`src/rtl/ap_stage_sequencer_pkg.sv`:
```
`default_nettype none
// ============================================================================
//  Module      : ap_seq_pkg
//  Description : Shared types and constants for the ap_ctrl stage sequencer:
//                FSM state encoding, latency statistic width and the stage
//                index type.
//  Revision    : 1.0 - initial release
// ============================================================================
package ap_seq_pkg;

    // Width of the per-stage latency counter and statistic registers.
    localparam int STAT_W = 32;

    // Stage index. Two bits, so a sequencer can chain at most four stages.
    typedef logic [1:0] stage_idx_t;

    typedef enum logic [2:0] {
        SEQ_IDLE      = 3'd0,
        SEQ_ISSUE     = 3'd1,
        SEQ_WAIT_DONE = 3'd2,
        SEQ_ADVANCE   = 3'd3,
        SEQ_FINISH    = 3'd4,
        SEQ_ERROR     = 3'd5
    } seq_state_e;

    // Plain vector encodings of the states for the state register.
    localparam logic [2:0] S_IDLE      = SEQ_IDLE;
    localparam logic [2:0] S_ISSUE     = SEQ_ISSUE;
    localparam logic [2:0] S_WAIT_DONE = SEQ_WAIT_DONE;
    localparam logic [2:0] S_ADVANCE   = SEQ_ADVANCE;
    localparam logic [2:0] S_FINISH    = SEQ_FINISH;
    localparam logic [2:0] S_ERROR     = SEQ_ERROR;

endpackage : ap_seq_pkg
`default_nettype wire

```
`src/rtl/ap_stage_sequencer_if.sv`:
```
`default_nettype none
// ============================================================================
//  Module      : ap_stage_sequencer_if
//  Description : Bundle of the per-stage ap_ctrl handshake between the
//                sequencer (master) and the chained HLS stages (slave).
//                  stage_ap_start    master -> stage
//                  stage_ap_continue master -> stage
//                  stage_ap_ready    stage  -> master
//                  stage_ap_done     stage  -> master
//  Revision    : 1.0 - initial release
// ============================================================================
interface ap_stage_sequencer_if #(
    parameter int NUM_STAGES = 3
) ();

    logic [NUM_STAGES-1:0] stage_ap_start;
    logic [NUM_STAGES-1:0] stage_ap_continue;
    logic [NUM_STAGES-1:0] stage_ap_ready;
    logic [NUM_STAGES-1:0] stage_ap_done;

    modport master (
        output stage_ap_start,
        output stage_ap_continue,
        input  stage_ap_ready,
        input  stage_ap_done
    );

    modport slave (
        input  stage_ap_start,
        input  stage_ap_continue,
        output stage_ap_ready,
        output stage_ap_done
    );

endinterface : ap_stage_sequencer_if
`default_nettype wire

```
`src/rtl/ap_stage_sequencer_timer.sv`:
```
`default_nettype none
// ============================================================================
//  Module      : ap_stage_timer
//  Description : Saturating per-stage latency counter with timeout compare.
//                  ap_clk, ap_rst_n : clock, async active-low reset
//                  clear            : load 1 (the edge entering the first
//                                     counted cycle)
//                  enable           : increment, saturating at all-ones
//                  count            : current latency in cycles
//                  timeout          : count has reached TIMEOUT_CYCLES
//  Revision    : 1.0 - initial release
// ============================================================================
module ap_stage_timer
    import ap_seq_pkg::*;
#(
    parameter int unsigned TIMEOUT_CYCLES = 1048576
) (
    input  logic              ap_clk,
    input  logic              ap_rst_n,
    input  logic              clear,
    input  logic              enable,
    output logic [STAT_W-1:0] count,
    output logic              timeout
);

    localparam logic [STAT_W-1:0] C_LIMIT = STAT_W'(TIMEOUT_CYCLES);
    localparam logic [STAT_W-1:0] C_MAX   = '1;

    logic [STAT_W-1:0] r_count;

    // Clearing loads 1 rather than 0 so that the first cycle of a stage
    // already reads as latency 1.
    always_ff @(posedge ap_clk or negedge ap_rst_n) begin
        if (!ap_rst_n) begin
            r_count <= '0;
        end else if (clear) begin
            r_count <= STAT_W'(1);
        end else if (enable && (r_count != C_MAX)) begin
            r_count <= r_count + STAT_W'(1);
        end
    end

    assign count   = r_count;
    assign timeout = (r_count >= C_LIMIT);

endmodule : ap_stage_timer
`default_nettype wire

```
`src/rtl/ap_stage_sequencer.sv`:
```
`default_nettype none
// ============================================================================
//  Module      : ap_stage_sequencer
//  Description : Runs a chain of ap_ctrl HLS stages one after another,
//                measures each stage's start-to-done latency and aborts a
//                stage that exceeds TIMEOUT_CYCLES.
//                  ap_clk, ap_rst_n : clock, async active-low reset
//                  run_start        : request one pass over all stages
//                  run_busy         : pass in progress
//                  run_done         : one-cycle pulse at the end of a pass
//                  run_error        : sticky timeout flag
//                  err_stage        : stage that timed out
//                  stat_sel         : stage selected for latency readback
//                  stat_cycles      : last latency of stage stat_sel
//                  stg              : per-stage ap_ctrl handshake bundle
//  Revision    : 1.0 - initial release
// ============================================================================
module ap_stage_sequencer
    import ap_seq_pkg::*;
#(
    parameter int          NUM_STAGES     = 3,
    parameter int unsigned TIMEOUT_CYCLES = 1048576
) (
    input  logic                 ap_clk,
    input  logic                 ap_rst_n,
    input  logic                 run_start,
    output logic                 run_busy,
    output logic                 run_done,
    output logic                 run_error,
    output stage_idx_t           err_stage,
    input  stage_idx_t           stat_sel,
    output logic [STAT_W-1:0]    stat_cycles,
    ap_stage_sequencer_if.master stg
);

    localparam stage_idx_t C_LAST_IDX = stage_idx_t'(NUM_STAGES - 1);

    logic [2:0]            r_state;
    stage_idx_t            r_idx;
    logic                  r_run_error;
    stage_idx_t            r_err_stage;
    logic [STAT_W-1:0]     r_stat [NUM_STAGES];

    logic [NUM_STAGES-1:0] w_sel;
    logic                  w_in_stage;
    logic                  w_done_act;
    logic                  w_ready_act;
    logic                  w_enter_issue;
    logic                  w_last;
    logic [STAT_W-1:0]     w_count;
    logic                  w_timeout;

    // One-hot decode of the active stage; all handshake inputs are masked
    // with it so that other stages' ready/done cannot influence the FSM.
    always_comb begin
        w_sel = '0;
        for (int i = 0; i < NUM_STAGES; i++) begin
            if (r_idx == stage_idx_t'(i)) begin
                w_sel[i] = 1'b1;
            end
        end
    end

    assign w_in_stage    = (r_state == S_ISSUE) || (r_state == S_WAIT_DONE);
    assign w_done_act    = |(stg.stage_ap_done & w_sel);
    assign w_ready_act   = |(stg.stage_ap_ready & w_sel);
    assign w_last        = (r_idx == C_LAST_IDX);
    assign w_enter_issue = ((r_state == S_IDLE) && run_start) ||
                           ((r_state == S_ADVANCE) && !w_last);

    ap_stage_timer #(
        .TIMEOUT_CYCLES (TIMEOUT_CYCLES)
    ) u_timer (
        .ap_clk   (ap_clk),
        .ap_rst_n (ap_rst_n),
        .clear    (w_enter_issue),
        .enable   (w_in_stage),
        .count    (w_count),
        .timeout  (w_timeout)
    );

    // Done wins over timeout in the same cycle: the stage finished in time.
    // A done without a preceding ready implies the start was consumed.
    always_ff @(posedge ap_clk or negedge ap_rst_n) begin
        if (!ap_rst_n) begin
            r_state     <= S_IDLE;
            r_idx       <= '0;
            r_run_error <= 1'b0;
            r_err_stage <= '0;
        end else begin
            case (r_state)
                S_IDLE: begin
                    if (run_start) begin
                        r_idx       <= '0;
                        r_run_error <= 1'b0;
                        r_state     <= S_ISSUE;
                    end
                end
                S_ISSUE: begin
                    if (w_done_act) begin
                        r_state <= S_ADVANCE;
                    end else if (w_timeout) begin
                        r_run_error <= 1'b1;
                        r_err_stage <= r_idx;
                        r_state     <= S_ERROR;
                    end else if (w_ready_act) begin
                        r_state <= S_WAIT_DONE;
                    end
                end
                S_WAIT_DONE: begin
                    if (w_done_act) begin
                        r_state <= S_ADVANCE;
                    end else if (w_timeout) begin
                        r_run_error <= 1'b1;
                        r_err_stage <= r_idx;
                        r_state     <= S_ERROR;
                    end
                end
                S_ADVANCE: begin
                    if (w_last) begin
                        r_state <= S_FINISH;
                    end else begin
                        r_idx   <= r_idx + stage_idx_t'(1);
                        r_state <= S_ISSUE;
                    end
                end
                S_FINISH: r_state <= S_IDLE;
                S_ERROR:  r_state <= S_IDLE;
                default:  r_state <= S_IDLE;
            endcase
        end
    end

    // Latency of the active stage is captured in the cycle done is seen.
    always_ff @(posedge ap_clk or negedge ap_rst_n) begin
        if (!ap_rst_n) begin
            for (int i = 0; i < NUM_STAGES; i++) begin
                r_stat[i] <= '0;
            end
        end else begin
            for (int i = 0; i < NUM_STAGES; i++) begin
                if (w_in_stage && w_done_act && w_sel[i]) begin
                    r_stat[i] <= w_count;
                end
            end
        end
    end

    always_comb begin
        stat_cycles = '0;
        for (int i = 0; i < NUM_STAGES; i++) begin
            if (stat_sel == stage_idx_t'(i)) begin
                stat_cycles = r_stat[i];
            end
        end
    end

    // Outputs decode from state so that an asynchronous reset clears them
    // immediately; continue is a same-cycle acknowledge of the active done.
    assign stg.stage_ap_start    = (r_state == S_ISSUE) ? w_sel : '0;
    assign stg.stage_ap_continue = w_in_stage ? (stg.stage_ap_done & w_sel) : '0;

    assign run_busy  = (r_state != S_IDLE);
    assign run_done  = (r_state == S_FINISH);
    assign run_error = r_run_error;
    assign err_stage = r_err_stage;

endmodule : ap_stage_sequencer
`default_nettype wire

```
`src/flat_wrapper.sv`:
```
// flat-port wrapper written by rule: the top's interface ports become plain ports
module ap_stage_sequencer_flat import ap_seq_pkg::*;
#(
    parameter int          NUM_STAGES     = 3,
    parameter int unsigned TIMEOUT_CYCLES = 1048576
)
  (ap_clk, ap_rst_n, run_start, run_busy, run_done, run_error, err_stage, stat_sel, stat_cycles, stg_stage_ap_start, stg_stage_ap_continue, stg_stage_ap_ready, stg_stage_ap_done);
  ap_stage_sequencer_if #(.NUM_STAGES(NUM_STAGES)) stg_i ();
  input  logic ap_clk;
  input  logic ap_rst_n;
  input  logic run_start;
  output logic run_busy;
  output logic run_done;
  output logic run_error;
  output stage_idx_t err_stage;
  input  stage_idx_t stat_sel;
  output logic [STAT_W-1:0] stat_cycles;
  output wire logic [$bits(stg_i.stage_ap_start)-1:0] stg_stage_ap_start;
  output wire logic [$bits(stg_i.stage_ap_continue)-1:0] stg_stage_ap_continue;
  input wire logic [$bits(stg_i.stage_ap_ready)-1:0] stg_stage_ap_ready;
  input wire logic [$bits(stg_i.stage_ap_done)-1:0] stg_stage_ap_done;
  assign stg_stage_ap_start = stg_i.stage_ap_start;
  assign stg_stage_ap_continue = stg_i.stage_ap_continue;
  assign stg_i.stage_ap_ready = stg_stage_ap_ready;
  assign stg_i.stage_ap_done = stg_stage_ap_done;
  ap_stage_sequencer #(.NUM_STAGES(NUM_STAGES), .TIMEOUT_CYCLES(TIMEOUT_CYCLES)) u_core (.ap_clk(ap_clk), .ap_rst_n(ap_rst_n), .run_start(run_start), .run_busy(run_busy), .run_done(run_done), .run_error(run_error), .err_stage(err_stage), .stat_sel(stat_sel), .stat_cycles(stat_cycles), .stg(stg_i));
endmodule
```
`config.mk`:
```
export PLATFORM = sky130hd
export DESIGN_NAME = ap_stage_sequencer_flat
export DESIGN_NICKNAME = d
export VERILOG_FILES = /design/src/rtl/ap_stage_sequencer_pkg.sv /design/src/rtl/ap_stage_sequencer_if.sv /design/src/rtl/ap_stage_sequencer_timer.sv /design/src/rtl/ap_stage_sequencer.sv /design/src/flat_wrapper.sv
export SDC_FILE = /design/constraint.sdc
export NUM_CORES = 1
export LEC_CHECK = 0
export ABC_CLOCK_PERIOD_IN_PS = 5400
export CAP_MARGIN = 20
export CORE_MARGIN = 2
export CORE_UTILIZATION = 30
export DETAILED_ROUTE_END_ITERATION = 16
export PLACE_DENSITY_LB_ADDON = 0.2
export SLEW_MARGIN = 25
export SYNTH_ARGS = -nofsm -noshare
export SYNTH_HDL_FRONTEND = slang
export SYNTH_SLANG_ARGS = --single-unit
```
`constraint.sdc`:
```
create_clock -name ap_clk -period 5.4 [get_ports ap_clk]
set_clock_uncertainty 0.1 [all_clocks]
set_input_delay 1.08 -clock ap_clk [delete_from_list [all_inputs] [get_ports ap_clk]]
set_output_delay 1.08 -clock ap_clk [all_outputs]
set_load 0.02 [all_outputs]
```
## Word level (Yosys, flattened, before mapping)

Index checks and enable logic that the tools add are counted.

- Word-level logic and storage cells: 78
- Output and inout port bits: 43
- Register bits: 136
- Input bits: 11

- Order comparisons: 1
- Bitwise operators: 3
- Add/subtract/negate cells: 2
- Muxes and demuxes: 25
- Eq/ne operators: 15
- Reduce and logical (&&, ||, !) cells: 24

Operators by type and width:

| cell | number |
|---|---|
| 32-bit two-way mux | 5 |
| 32-bit by 1-bit adder with 32-bit output (second input constant) | 1 |
| 32-bit by 21-bit >= comparator with 1-bit output (second input constant) | 1 |
| 32-bit != test (second input constant) | 1 |
| 3-bit two-way mux | 9 |
| 3-bit one-hot mux with 4 select lines | 1 |
| 3-bit AND reduction | 3 |
| 1-bit logical AND | 7 |
| 3-bit AND | 2 |
| 3-bit by 2-bit == test with 1-bit output (second input constant) | 2 |
| 1-bit two-way mux | 6 |
| 2-bit != test (second input constant) | 3 |
| 2-bit nonzero test | 3 |
| 3-bit OR reduction | 2 |
| 2-bit by 1-bit == test with 1-bit output (second input constant) | 2 |
| 2-bit == test (second input constant) | 2 |
| 2-bit logical NOT | 2 |
| 2-bit two-way mux | 2 |
| 4-bit by 2-bit != test with 1-bit output (second input constant) | 1 |
| 2-bit one-hot mux with 2 select lines | 1 |
| 4-bit AND reduction | 1 |
| 3-bit by 1-bit == test with 1-bit output (second input constant) | 1 |
| 3-bit == test (second input constant) | 1 |
| 3-bit logical NOT | 1 |
| other kinds (9) | 10 |

## Logic depth before layout (Yosys ltp)

- Depth in word-level cells: 8
- Mapped depth: 10
- Gate-level depth less buffers: 7

## Hierarchy

Synthesis repeated with hierarchy kept, for this count alone.

- Cells, all modules: 585
- Area total of the unflattened synthesis: 6,735.2 µm²

By module, submodules not included:

| module | area an instance (µm²) | sequential area each (µm²) | instances | cells each |
|---|---|---|---|---|
| ap_stage_sequencer | 4,838.4 | 2,602.5 | 1 | 378 |
| ap_stage_timer | 1,896.8 | 800.8 | 1 | 207 |

## Worst setup path before layout

OpenSTA, ideal clock, no wires.

- Path kind: input to output
- Start: input port stat_sel[0]
- End: output port stat_cycles[10]
- Buffers on the path: 2
- Stages on the path: 4
- Data arrival time: 2.390 ns
- Setup slack: 1.830 ns
- Cells stage by stage: clkbuf_1 clkbuf_1 mux2i_1 o21ai_0

- Cells in the longest elaborated chain, start to end: 4
- Elaborated cells between the ends (all ways): 6
- Classes of those cells: eq/ne (2); mux (3); reduce/logical (1)

RTL lines:

| item | RTL line | text |
|---|---|---|
| start, declared | flat_wrapper.sv:16 | `input stage_idx_t stat_sel;` |
| 2-bit logical NOT | ap_stage_sequencer.sv:152 | `if (stat_sel == stage_idx_t'(i)) begin` |
| 32-bit two-way mux (2 in series) | ap_stage_sequencer.sv:152 |  |
| 32-bit two-way mux (*) | ap_stage_sequencer.sv:152 |  |
| end, declared | flat_wrapper.sv:17 | `output logic [STAT_W-1:0] stat_cycles;` |

Mark *: on every way between the ends. The rest lies on a longest branch, timed or not.

## Final worst setup path

- Start: input port stat_sel[0]
- End: output port stat_cycles[13]

Same word-level chain as after synthesis.

==> impl_metrics.ini <==
[status]
status = complete, no violations

[worst_setup_path]
r2r_slack_ps = 2000
critPathMaxStageDelay_ps = 650
slowest_stage = clkdlybuf4s50_1
cp-start-kind = primary input
cpLargestDelayFamily = buffers and inverters
r2r-start = u_core.r_state[0]
cp.arrival_ps = 3040
path_cells = buf_2, buf_4, mux2i_1, o21ai_0, clkdlybuf4s50_1
r2r_end = u_core.r_stat[45]
cp.depth = 5
r2r_cells = 5
critPathCaptureType = output port
required_ps = 4220
cp_num_buf_inv = 3
crit_start = stat_sel[0]
crit_type = primary input to output port
path_max_fanout = 19

[layout]
final_nets = 650
final_util = 0.359
layout-drive-gt1-share = 0.247
antenna_cells = 0
final_cell_mix = dfrtp_1, mux2_2, nand2_1
fill_cells = 2177
syn_to_final_growth_pct = 17.9
final_common_cell = dfrtp_1

[hold_path]
whs_endpoint = u_core.r_stat[8]
min_from = u_core.r_stat[8]
min_path_type = flop to flop
whs_path_depth = 1

[power_and_ir_drop]
power.leakage_nw = 3.60
power.density_mw_per_mm2 = 376
switching_share = 0.324
seqPwrFrac = 0.395
pwr-share-clk = 0.381
p_sw_w = 0.000993
ir_drop_mv = 0.247
p_comb_frac = 0.225
internal_power_w = 0.00207

[grt]
grt.total_usage = 0.145
grt_pass1_wl_um = 27500
grt_pass1_vias = 5160
grt_max_degree = 106
grt_overflow = 0
antenna_found_initial = 0

[synth]
ys_ff_latch = 136
ys.flop_type = dfrtp_1
synth-edff-count = 0
synthesis.area_mm2 = 0.00690
synthCells = 604
synth_mux_area_frac = 0.214
synth.yosys.warnings = 0
async_reset_ff_frac = 1.00
synth_cell_types = 66
synth_compound_area_frac = 0.0899
synth_xor_area_frac = 0.00653
synth_adder_area_share = 0.00906
ys_seq_area_frac = 0.493
syn_avg_cell_area_um2 = 11.4
synth_top_family_by_area = multiplexers
synth-simple-area-share = 0.137
synth_nets = 620

[floorplan]
die-area_mm2 = 0.0242
core_mm2 = 0.0226
io_pins = 54
die_w_um = 156
row_count = 55
chipHeight_um = 156
initial_core_util = 0.305

[routing]
vias_per_cell = 5.16
drt-initial-drc-count = 258
wl_met3_um = 536
remaining_drc_errors = 0
vias = 4810
ant_nets = 0
wl_met1_um = 7790
met2_length_um = 7960
wl_per_cell_um = 17.7
drtPass1Iterations = 5
drt-total-wl_um = 16500
top_layer_used = met4

[placed_design]
gp_congestion = 0.775
port_buffers = 53
dp.final_hpwl_um = 10700

[job]
maxCapViolations = 0

[clocking]
cts_hold_buf = 0
ctsResizeCount = 0
cts.path.max_buffers = 2
cts_tree = yes
cts_buffers = 17
cts_root_buf = clkbuf_16
post_cts_buffers = 0
clock-sinks = 136
insertion_delay_ps = 420
clk_pin_slew_ps = 60
cts_max_level = 4

[timing]
max-slew-margin-rel = 0.317
finalSetupTns_ps = 0
period_share = 0.782
finalHoldViolations = 0
setup_viol = 0
worst_slew_pin_slew_ps = 1020
max_clock_freq_mhz = 237
slew_violations = 0
rsz0062_at_grt = false
period_minus_slack_ps = 4220
[final cells by class]
type	instances	area, µm²	share of cell area
Clock buffer	17	425	0.0523
Clock inverter	15	169	0.0208
Inverter	10	37.5	0.00461
Multi-Input combinational cell	408	3160	0.388
Sequential cell	136	3400	0.418
Tap cell	285	357	0.0438
Timing Repair Buffer	61	589	0.0724
[stage by stage]
stage	hold slack, ps	power (W)	instance area, µm²	worst slack [ps]	cells
6_report	391	0.00306	8140	1180	932
5_1_grt	415	0.00323	8140	1030	932
4_1_cts	392	0.00311	8140	1110	932
3_5_place_dp	377	0.00192	7540	1100	900
3_3_place_gp	369	0.00190	7540	1140	900
2_1_floorplan	357	0.00169	6900	1830	604
[worst max-delay path by stage]
stage | slack [ps] | to
finish | 1180 | stat_cycles[13]
CTS | 1110 | stat_cycles[13]
floorplan | 1830 | stat_cycles[10]
global placement | 1140 | stat_cycles[13]
detailed placement | 1100 | stat_cycles[13]
global route | 1030 | stat_cycles[20]
[registers in the layout (all words and copies together), names as in the netlist]
signal / flops
u_core.run_error: 1
u_core.r_idx: 2
u_core.r_stat: 96
u_core.u_timer.count: 32
u_core.err_stage: 2
u_core.r_state: 3
[routing by layer]
layer | up-vias | GRT usage
met3 | 15 | 0.0292
met2 | 96 | 0.240
met4 | 0 | 0.0537
li1 | 2253 | -
met5 | - | 0
met1 | 2446 | 0.188
[kinds of logic after synthesis]
kind of cell / count (synthesis)
AND/OR/NAND/NOR: 166
adder cells (fa/ha/maj): 5
AO/OA/AOI/OAI: 99
flip-flops: 136
multiplexers: 135
XOR/XNOR: 3
buffers and inverters: 60
[synth_stat cells (3+ instances only)]
library cell	count	area (µm²)
nand4_1	5	31.3
clkbuf_1	24	90.1
and3_1	12	75.1
o21ai_0	36	180
o31ai_1	14	105
a21oi_1	19	95.1
nor4_1	7	43.8
clkbuf_2	3	15.0
nand2b_1	3	18.8
or4_1	16	120
mux2_1	4	45.0
a211oi_1	3	22.5
nand3_1	15	75.1
buf_6	8	90.1
or3_1	3	18.8
nor2b_1	3	18.8
a31oi_1	6	37.5
nand2_1	62	233
nor2_1	14	52.6
buf_2	9	45.0
inv_1	10	37.5
mux2_2	94	1060
o41ai_1	4	35.0
buf_4	3	22.5
dfrtp_1	136	3400
ha_1	5	62.6
mux2i_1	37	370
[power by group through the flow]
stage | Combinational (W) | Clock (W) | Sequential, W
2_1_floorplan | 0.000537 | 0 | 0.00115
3_3_place_gp | 0.000679 | 0 | 0.00122
3_5_place_dp | 0.000695 | 0 | 0.00123
4_1_cts | 0.000700 | 0.00120 | 0.00121
5_1_grt | 0.000756 | 0.00124 | 0.00123
6_report | 0.000688 | 0.00117 | 0.00121
(Power assumes the default switching activity.)
